[src/rtl/ascon_sequencer_if.sv]
// Block handshake between the upstream I/O wrapper and the Ascon sequencer.
// The wrapper is the master; the sequencer consumes blocks as the slave.
interface ascon_sequencer_if;
  logic data_valid_i;
  logic data_last_i;
  logic data_ready_o;

  modport master (
    output data_valid_i,
    output data_last_i,
    input  data_ready_o
  );

  modport slave (
    input  data_valid_i,
    input  data_last_i,
    output data_ready_o
  );
endinterface

[src/rtl/ascon_sequencer.sv]
// Control FSM for the one-round-per-cycle Ascon-128a encryption datapath:
// sequences init, AD, PT and finalization permutations and the block handshake.
module ascon_sequencer #(
  parameter int unsigned PA_ROUNDS = 12,
  parameter int unsigned PB_ROUNDS = 8
) (
  input  logic                     clock_i,
  input  logic                     reset_i,
  input  logic                     start_i,
  input  logic                     ad_present_i,
  ascon_sequencer_if.slave         data_if,
  output logic                     input_mode_o,
  output logic [3:0]               round_o,
  output logic                     enable_o,
  output logic [1:0]               bypass_xor_begin_o,
  output logic [1:0]               bypass_xor_end_o,
  output logic                     en_reg_cipher_o,
  output logic                     en_reg_tag_o,
  output logic                     cipher_valid_o,
  output logic                     tag_valid_o,
  output logic                     busy_o
);

  // Round indices always end at 11; shorter permutations start later.
  localparam logic [3:0] LastRound = 4'd11;
  localparam logic [3:0] PaStart   = 4'(12 - PA_ROUNDS);
  localparam logic [3:0] PbStart   = 4'(12 - PB_ROUNDS);

  typedef enum logic [2:0] {
    StIdle, StInit, StWaitAd, StAd, StWaitPt, StPt, StFinal, StDone
  } state_e;

  state_e     r_state, w_state_next;
  logic [3:0] r_rc, w_rc_next;
  logic       r_ad_present, w_ad_present_next;
  logic       r_last, w_last_next;
  logic       r_cipher_valid;

  logic       w_ready, w_input_mode, w_enable, w_en_cipher, w_en_tag, w_tag_valid, w_busy;
  logic [3:0] w_round;
  logic [1:0] w_begin, w_end;

  always_ff @(posedge clock_i) begin
    if (reset_i) begin
      r_state        <= StIdle;
      r_rc           <= '0;
      r_ad_present   <= 1'b0;
      r_last         <= 1'b0;
      r_cipher_valid <= 1'b0;
    end else begin
      r_state        <= w_state_next;
      r_rc           <= w_rc_next;
      r_ad_present   <= w_ad_present_next;
      r_last         <= w_last_next;
      r_cipher_valid <= w_en_cipher;
    end
  end

  always_comb begin
    w_state_next      = r_state;
    w_rc_next         = r_rc;
    w_ad_present_next = r_ad_present;
    w_last_next       = r_last;
    w_ready           = 1'b0;
    w_input_mode      = 1'b0;
    w_round           = '0;
    w_enable          = 1'b0;
    w_begin           = 2'b00;
    w_end             = 2'b00;
    w_en_cipher       = 1'b0;
    w_en_tag          = 1'b0;
    w_tag_valid       = 1'b0;
    w_busy            = (r_state != StIdle);

    unique case (r_state)
      StIdle: begin
        if (start_i) begin
          w_state_next      = StInit;
          w_rc_next         = PaStart;
          w_ad_present_next = ad_present_i;
        end
      end
      StInit: begin
        w_enable     = 1'b1;
        w_round      = r_rc;
        w_input_mode = (r_rc == PaStart);
        if (r_rc == LastRound) begin
          w_end        = r_ad_present ? 2'b01 : 2'b11;
          w_state_next = r_ad_present ? StWaitAd : StWaitPt;
        end else begin
          w_rc_next = r_rc + 4'd1;
        end
      end
      StWaitAd: begin
        w_ready = 1'b1;
        if (data_if.data_valid_i) begin
          w_enable     = 1'b1;
          w_begin      = 2'b01;
          w_round      = PbStart;
          w_last_next  = data_if.data_last_i;
          w_state_next = StAd;
          w_rc_next    = PbStart + 4'd1;
        end
      end
      StWaitPt: begin
        w_ready = 1'b1;
        if (data_if.data_valid_i) begin
          w_enable    = 1'b1;
          w_en_cipher = 1'b1;
          w_last_next = data_if.data_last_i;
          // The last PT block absorbs the key and runs the full finalization.
          if (data_if.data_last_i) begin
            w_begin      = 2'b11;
            w_round      = PaStart;
            w_state_next = StFinal;
            w_rc_next    = PaStart + 4'd1;
          end else begin
            w_begin      = 2'b01;
            w_round      = PbStart;
            w_state_next = StPt;
            w_rc_next    = PbStart + 4'd1;
          end
        end
      end
      StAd, StPt: begin
        w_enable = 1'b1;
        w_round  = r_rc;
        if (r_rc == LastRound) begin
          if (r_state == StAd && r_last) begin
            w_end        = 2'b10;
            w_state_next = StWaitPt;
          end else begin
            w_state_next = (r_state == StAd) ? StWaitAd : StWaitPt;
          end
        end else begin
          w_rc_next = r_rc + 4'd1;
        end
      end
      StFinal: begin
        w_enable = 1'b1;
        w_round  = r_rc;
        if (r_rc == LastRound) begin
          w_end        = 2'b01;
          w_en_tag     = 1'b1;
          w_state_next = StDone;
        end else begin
          w_rc_next = r_rc + 4'd1;
        end
      end
      StDone: begin
        w_tag_valid  = 1'b1;
        w_state_next = StIdle;
        w_rc_next    = '0;
      end
      default: begin
        w_state_next = StIdle;
        w_rc_next    = '0;
      end
    endcase

    // Outputs are forced quiet while reset is asserted, even mid-permutation.
    if (reset_i) begin
      w_ready      = 1'b0;
      w_input_mode = 1'b0;
      w_round      = '0;
      w_enable     = 1'b0;
      w_begin      = 2'b00;
      w_end        = 2'b00;
      w_en_cipher  = 1'b0;
      w_en_tag     = 1'b0;
      w_tag_valid  = 1'b0;
      w_busy       = 1'b0;
    end
  end

  assign data_if.data_ready_o = w_ready;
  assign input_mode_o         = w_input_mode;
  assign round_o              = w_round;
  assign enable_o             = w_enable;
  assign bypass_xor_begin_o   = w_begin;
  assign bypass_xor_end_o     = w_end;
  assign en_reg_cipher_o      = w_en_cipher;
  assign en_reg_tag_o         = w_en_tag;
  assign cipher_valid_o       = r_cipher_valid & ~reset_i;
  assign tag_valid_o          = w_tag_valid;
  assign busy_o               = w_busy;

endmodule

[src/flat_wrapper.sv]
// flat-port wrapper written by rule: the top's interface ports become plain ports
module ascon_sequencer_flat 
#(
  parameter int unsigned PA_ROUNDS = 12,
  parameter int unsigned PB_ROUNDS = 8
)
  (clock_i, reset_i, start_i, ad_present_i, input_mode_o, round_o, enable_o, bypass_xor_begin_o, bypass_xor_end_o, en_reg_cipher_o, en_reg_tag_o, cipher_valid_o, tag_valid_o, busy_o, data_if_data_valid_i, data_if_data_last_i, data_if_data_ready_o);
  ascon_sequencer_if data_if_i ();
  input  logic clock_i;
  input  logic reset_i;
  input  logic start_i;
  input  logic ad_present_i;
  output logic input_mode_o;
  output logic [3:0] round_o;
  output logic enable_o;
  output logic [1:0] bypass_xor_begin_o;
  output logic [1:0] bypass_xor_end_o;
  output logic en_reg_cipher_o;
  output logic en_reg_tag_o;
  output logic cipher_valid_o;
  output logic tag_valid_o;
  output logic busy_o;
  input wire logic [$bits(data_if_i.data_valid_i)-1:0] data_if_data_valid_i;
  input wire logic [$bits(data_if_i.data_last_i)-1:0] data_if_data_last_i;
  output wire logic [$bits(data_if_i.data_ready_o)-1:0] data_if_data_ready_o;
  assign data_if_i.data_valid_i = data_if_data_valid_i;
  assign data_if_i.data_last_i = data_if_data_last_i;
  assign data_if_data_ready_o = data_if_i.data_ready_o;
  ascon_sequencer #(.PA_ROUNDS(PA_ROUNDS), .PB_ROUNDS(PB_ROUNDS)) u_core (.clock_i(clock_i), .reset_i(reset_i), .start_i(start_i), .ad_present_i(ad_present_i), .data_if(data_if_i), .input_mode_o(input_mode_o), .round_o(round_o), .enable_o(enable_o), .bypass_xor_begin_o(bypass_xor_begin_o), .bypass_xor_end_o(bypass_xor_end_o), .en_reg_cipher_o(en_reg_cipher_o), .en_reg_tag_o(en_reg_tag_o), .cipher_valid_o(cipher_valid_o), .tag_valid_o(tag_valid_o), .busy_o(busy_o));
endmodule
[config.mk]
export PLATFORM = sky130hd
export DESIGN_NAME = ascon_sequencer_flat
export DESIGN_NICKNAME = d
export VERILOG_FILES = /design/src/rtl/ascon_sequencer_if.sv /design/src/rtl/ascon_sequencer.sv /design/src/flat_wrapper.sv
export SDC_FILE = /design/constraint.sdc
export NUM_CORES = 1
export LEC_CHECK = 0
export BUFFER_PORTS_ARGS = -buffer_cell sky130_fd_sc_hd__buf_2
export CORE_MARGIN = 2
export CORE_UTILIZATION = 55
export CTS_CLUSTER_DIAMETER = 200
export DETAILED_ROUTE_END_ITERATION = 7
export PLACE_DENSITY_LB_ADDON = 0.15
export SETUP_SLACK_MARGIN = 0.05
export SYNTH_ARGS = -nofsm -noshare
export SYNTH_HDL_FRONTEND = slang
export SYNTH_SLANG_ARGS = --single-unit
export TNS_END_PERCENT = 10
[constraint.sdc]
create_clock -name clock_i -period 2.1 [get_ports clock_i]
set_input_delay 0 -clock clock_i [delete_from_list [all_inputs] [get_ports clock_i]]
set_output_delay 0 -clock clock_i [all_outputs]
set_load 0.03 [all_outputs]
-- Word level (Yosys, flattened, before mapping)
Cells that the tools add are included.
- register bits after elaboration: 10
- output and inout port bits: 16
- word-level logic and storage cells: 83
- add/sub/neg operators: 1
- eq/ne operators: 15
- muxes and demuxes: 49
- bitwise logic cells: 2
- reductions and logical operators: 11
- operator list (operator ; number):
    $mux 3 ; 12
    $mux 4 ; 6
    $pmux 3 s7 ; 1
    $pmux 4 s5 ; 1
    $mux 2 ; 9
    $mux 1 ; 16
    $eq 3x3->1 const B ; 4
    $pmux 4 s3 ; 1
    $ne 2x2->1 const B ; 4
    $eq 3x2->1 const B ; 2
    $ne 2x1->1 const B ; 3
    $pmux 2 s3 ; 1
    $reduce_and 6->1 ; 1
    $add 4x1->4 const B ; 1
    $eq 4x4->1 const B ; 1
    $logic_not 4->1 ; 1
    $pmux 2 s2 ; 1
    $reduce_and 2->1 ; 2
    $reduce_and 4->1 ; 1
    $reduce_or 2->1 ; 2
    $reduce_or 4->1 ; 1
    $eq 3x1->1 const B ; 1
    $logic_not 3->1 ; 1
    $reduce_bool 3->1 ; 1
    4 further kinds ; 4

-- Depth between registers and ports, before layout
- word-level depth: 6
- gate-level depth with buffers: 6
- gate-level depth less buffers: 5

-- Worst setup path before layout
No wires, ideal clock.
- path kind: reg2out
- start: register u_core.r_state[0]
- end: output round_o[2]
- data arrival time: 2.331 ns
- slack: -0.231 ns
- stages on the path, launching flop included: 5
- path buffers: 3
- cells stage by stage: dfxtp_1 -> buf_6 -> buf_2 -> buf_2 -> a2111oi_0
- longest elaborated chain between the ends: 4
- elaborated cells on any way between the ends: 9
- those cells by class: eq/ne (6); mux (2); reduce/logical (1)
- ends and longest elaborated chain (what ; RTL line ; RTL):
    start, declared ; ascon_sequencer.sv:33 ; state_e r_state, w_state_next;
    start signal, assigned ; ascon_sequencer.sv:45 ; r_state <= StIdle;
    start signal, assigned ; ascon_sequencer.sv:51 ; r_state <= w_state_next;
    $eq 3x1->1, or another cell as far along ; ascon_sequencer.sv:75 ; unique case (r_state)
    $reduce_or 4->1 (no line) ; n/a ;
    $pmux 4 s3 (*) ; ascon_sequencer.sv:75 ;
    $mux 4 (*) ; ascon_sequencer.sv:162 ; if (reset_i) begin
    end, declared ; flat_wrapper.sv:14 ; output logic [3:0] round_o;
Mark *: on every way between the ends. The rest lies on a longest branch, timed or not.

-- Final worst setup path
- start: register u_core.r_state[0]
- end: output bypass_xor_end_o[0]
- longest elaborated chain between the ends: 4
- elaborated cells on any way between the ends: 7
- those cells by class: eq/ne (4); mux (2); reduce/logical (1)
- ends and longest elaborated chain (what ; RTL line ; RTL):
    $eq 3x3->1 / $eq 3x2->1 (equally long branches) ; ascon_sequencer.sv:75 ;
    $reduce_or 2->1 ; ascon_sequencer.sv:75 ;
    $pmux 2 s3 (*) ; ascon_sequencer.sv:75 ;
    $mux 2 (*) ; ascon_sequencer.sv:162 ;
    end, declared ; flat_wrapper.sv:17 ; output logic [1:0] bypass_xor_end_o;
Marks and branches as above.

==> reports/qor.csv <==
stage,metric,value,unit
timing,Rel. slew slack,71.6,%
timing,FMAX,543,MHz
synthesis,number of synthesized flops with an enable pin,0,
cts,setup bufs post-CTS,0,
timing,setup violators final,0,
synthesis,fraction of registers with async set or reset after synthesis,0,%
timing,Worst Skew,0.00740,ns
global_routing,vias in the first global route,845,
global_routing,total grt overflow,0,
cts,total CTS buffers,3,
route,# DRC,0,
route,Initial DRT Pass Iterations,4,
pwr,P_sw,206,µW
timing,post-layout min period,1.84,ns
route,ANT nets after route,0,
pwr,worst IR drop on VDD,0.000358,V
critical_path,WP buf/inv,2,
route,Detailed Route WL,2150,µm
route,Avg Vias per Cell,6.26,
synthesis,compound-gate portion of the synthesized area,26.4,%
pwr,Clk pwr share,24.2,%
timing,setup ws final,0.259,ns
worst_hold_path,Worst Hold Class,in2reg,
critical_path,CP Data Arrival Time,1.84,ns
timing,Max Slew Vio Count,0,
pwr,switch share,37.1,%
cts,Clock Sinks,10,
route,WL/cell,14.4,µm
synthesis,Synth Area in Adders,2.87,%
place,HPWL Detailed,1580,µm
pwr,internal power,349,µW
floorplanning,core area,1490,µm²
run,MaxCap Viol Count,0,
pwr,PwrDens,551,nW/µm²
cts,Clock Latency Late Sink,0.27,ns
critical_path,worst path cell trace,"buf_4, nand2b_1, o22a_1, nor3_1, buf_2",
synthesis,Cells after Synth,113,
synthesis,"top cells by area, synth","dfxtp_1, nor2_1, mux2i_1",
synthesis,"Primary FF master, synth",dfxtp_1,
synthesis,largest family of logic cells by synthesized area,simple AND/OR/NAND/NOR gates,
cts,CTS Buffer Depth,2,
synthesis,sequential area share after synthesis,23.0,%
place,GPL Wtd Cong,0.836,
synthesis,Ys Warns,0,
synthesis,post-synth top area share,23.0,%
floorplanning,Rows,14,
floorplanning,Die Y,43.8,µm
global_routing,largest net degree at the start of global routing,23,
run_status,status,completed,
global_routing,overall track demand over capacity in global routing,25.4,%
cts,Clock transition at path regs,0.07,ns
cts,root buffer cell,clkbuf_4,
synthesis,Post-Synth XOR/XNOR Area,3.01,%
critical_path,crit end category,output port,
critical_path,Worst Path Max Fanout,15,
timing,period utilisation layout,87.7,%
timing,Worst Max-Slew Pin Slew,0.425,ns
critical_path,WS Path Type,reg2out,
cts,TritonCTS clock tree,yes,
place,port bufs,21,
synthesis,most common cell in the netlist,nor2_1,
layout,Layout Utilization,67.7,%
synthesis,post-synth top area cell,dfxtp_1,
global_routing,first-pass GRT wire length,3680,µm
synthesis,Synth top cells by count,"nor2_1, dfxtp_1, nand2_1, a21oi_1, nor3_1",
floorplanning,die footprint,1920,µm²
layout,share of cells above drive strength 1,27.1,%
floorplanning,Starting Density,58.6,%
route,vias after detailed routing,933,
pwr,Static Leak,0.000419,µW
synthesis,synth unique cells,45,
synthesis,synthesized area,872,µm²
critical_path,data required time of the worst path,2.10,ns
place,Setup Slack @ Placement,0.435,ns
critical_path,Worst setup SP type,flip-flop,
critical_path,critical path's top delay family,flip-flops,
synthesis,multiplexer share of the synthesized area,4.59,%
floorplanning,Die Width,43.8,µm
timing,unrepaired setup endpoints after global routing,no,
layout,Ant. Diodes,0,
synthesis,Mean Syn Cell Area,7.72,µm²
route,number of DRC markers in iteration 0,47,
floorplanning,I/O pin cnt,22,
pwr,power share of the combinational group,35.0,%
pwr,Sequential Power Share,40.7,%
layout,Nets,143,
critical_path,CP max stage cell,dfxtp_1,
timing,Hold Fails Final Rpt,0,
synthesis,simple-gate share of the synthesized area,31.9,%
cts,H-tree level count,1,
critical_path,crit-path max cell delay,0.58,ns
synthesis,#FFs+latches synth,10,
layout,synthesis-to-finish area growth,15.6,%
synthesis,Syn Nets,121,
global_routing,initial antenna violation count,0,
timing,Setup TNS Final,0,ns
-- state kept, by name (all words and copies together) (netlist names) --
signal and count:
u_core.r_cipher_valid 1, u_core.r_last 1, u_core.r_rc 4, u_core.r_ad_present 1, u_core.r_state 3
-- power by group through the flow --
stage,sequential (µW),combinational (µW),clock (µW)
after global placement,228,187,0
after detailed placement,229,192,0
after floorplan,218,165,0
after global routing,229,217,147
final,226,195,135
after CTS,225,194,134
-- worst register-to-register path, cell delays in order, from the launching register on --
cell and delay [ns]:
dfxtp_2 0.37, buf_4 0.20, or2_4 0.26, o221a_4 0.31, a221o_1 0.31, o31ai_1 0.06
-- per-stage QoR --
stage	hold WS (ns)	area (µm²)	power (µW)	cells
finish	0.0681	1010	556	149
global route	0.0868	1010	593	149
CTS	0.0695	1010	554	149
detailed placement	0.242	975	421	145
global placement	0.234	975	416	145
floorplan	0.127	873	382	113
-- cells in the final DEF (no fill, tap or decap), types with 2 or more instances in the layout --
cell / Yosys / routed
a21oi_1: 6 / 6
a221oi_1: 2 / 2
a31oi_1: 2 / 2
a32oi_1: 2 / 2
and2_1: 2 / 2
buf_2: 4 / 21
buf_4: 2 / 4
clkbuf_4: 0 / 3
dfxtp_1: 10 / 9
ha_1: 2 / 2
inv_1: 5 / 5
mux2i_1: 4 / 4
nand2_1: 7 / 7
nand2b_1: 3 / 3
nand3_1: 3 / 3
nor2_1: 13 / 13
nor2b_1: 4 / 4
nor3_1: 6 / 6
o21ai_0: 3 / 3
o22a_1: 2 / 2
o22ai_1: 2 / 2
or2_2: 2 / 2
xnor2_1: 2 / 2
-- metal layers --
layer / vias up / GRT usage [%] / routed length, µm / share of wire [%]
met2: 50 / 41.5 / 1010 / 47
met1: 421 / 31.6 / 922 / 43
met3: 7 / 5.42 / 157 / 7.3
met4: 0 / 11.5 / 51 / 2.4
li1: 455 / - / - / -
met5: - / 0 / 0 / 0
-- cell families (layout without fill, tap and decap cells) --
| logic type | Yosys count | in the layout |
|---|---|---|
| xor gates and xnor gates | 3 | 3 |
| and+or+nand+nor | 50 | 50 |
| buffers and inverters | 14 | 34 |
| muxes | 4 | 4 |
| DFF | 10 | 10 |
| AOI/OAI and AO/OA | 30 | 30 |
| adders and majority gates | 2 | 2 |
-- cell type report --
cell class              count  area [µm²]
fillers                   131         480
inverters                   5        18.8
flip-flops and latches     10         201
repair buffers             26         145
multi-input cells          89         601
well taps                  16        20.0
clock buffers               3        22.5
-- path summary, 6_finish.rpt --
path / slack [ns] / cells after the start / from / to
worst max-delay path: 0.26 / 5 / u_core.r_state[0] / bypass_xor_end_o[0]
worst min-delay path: 0.07 / 3 / start_i / u_core.r_rc[0]
worst max register to register: 0.51 / 5 / u_core.r_state[1] / u_core.r_rc[2]
worst min register to register: 0.55 / 2 / u_core.r_rc[1] / u_core.r_rc[1]
-- repair_timing --
item	in CTS	in global routing
setup endpoints to repair	0	2
hold buffers	1	0
hold endpoints to repair	1	0
resized for setup	0	1
(Power assumes the default switching activity.)
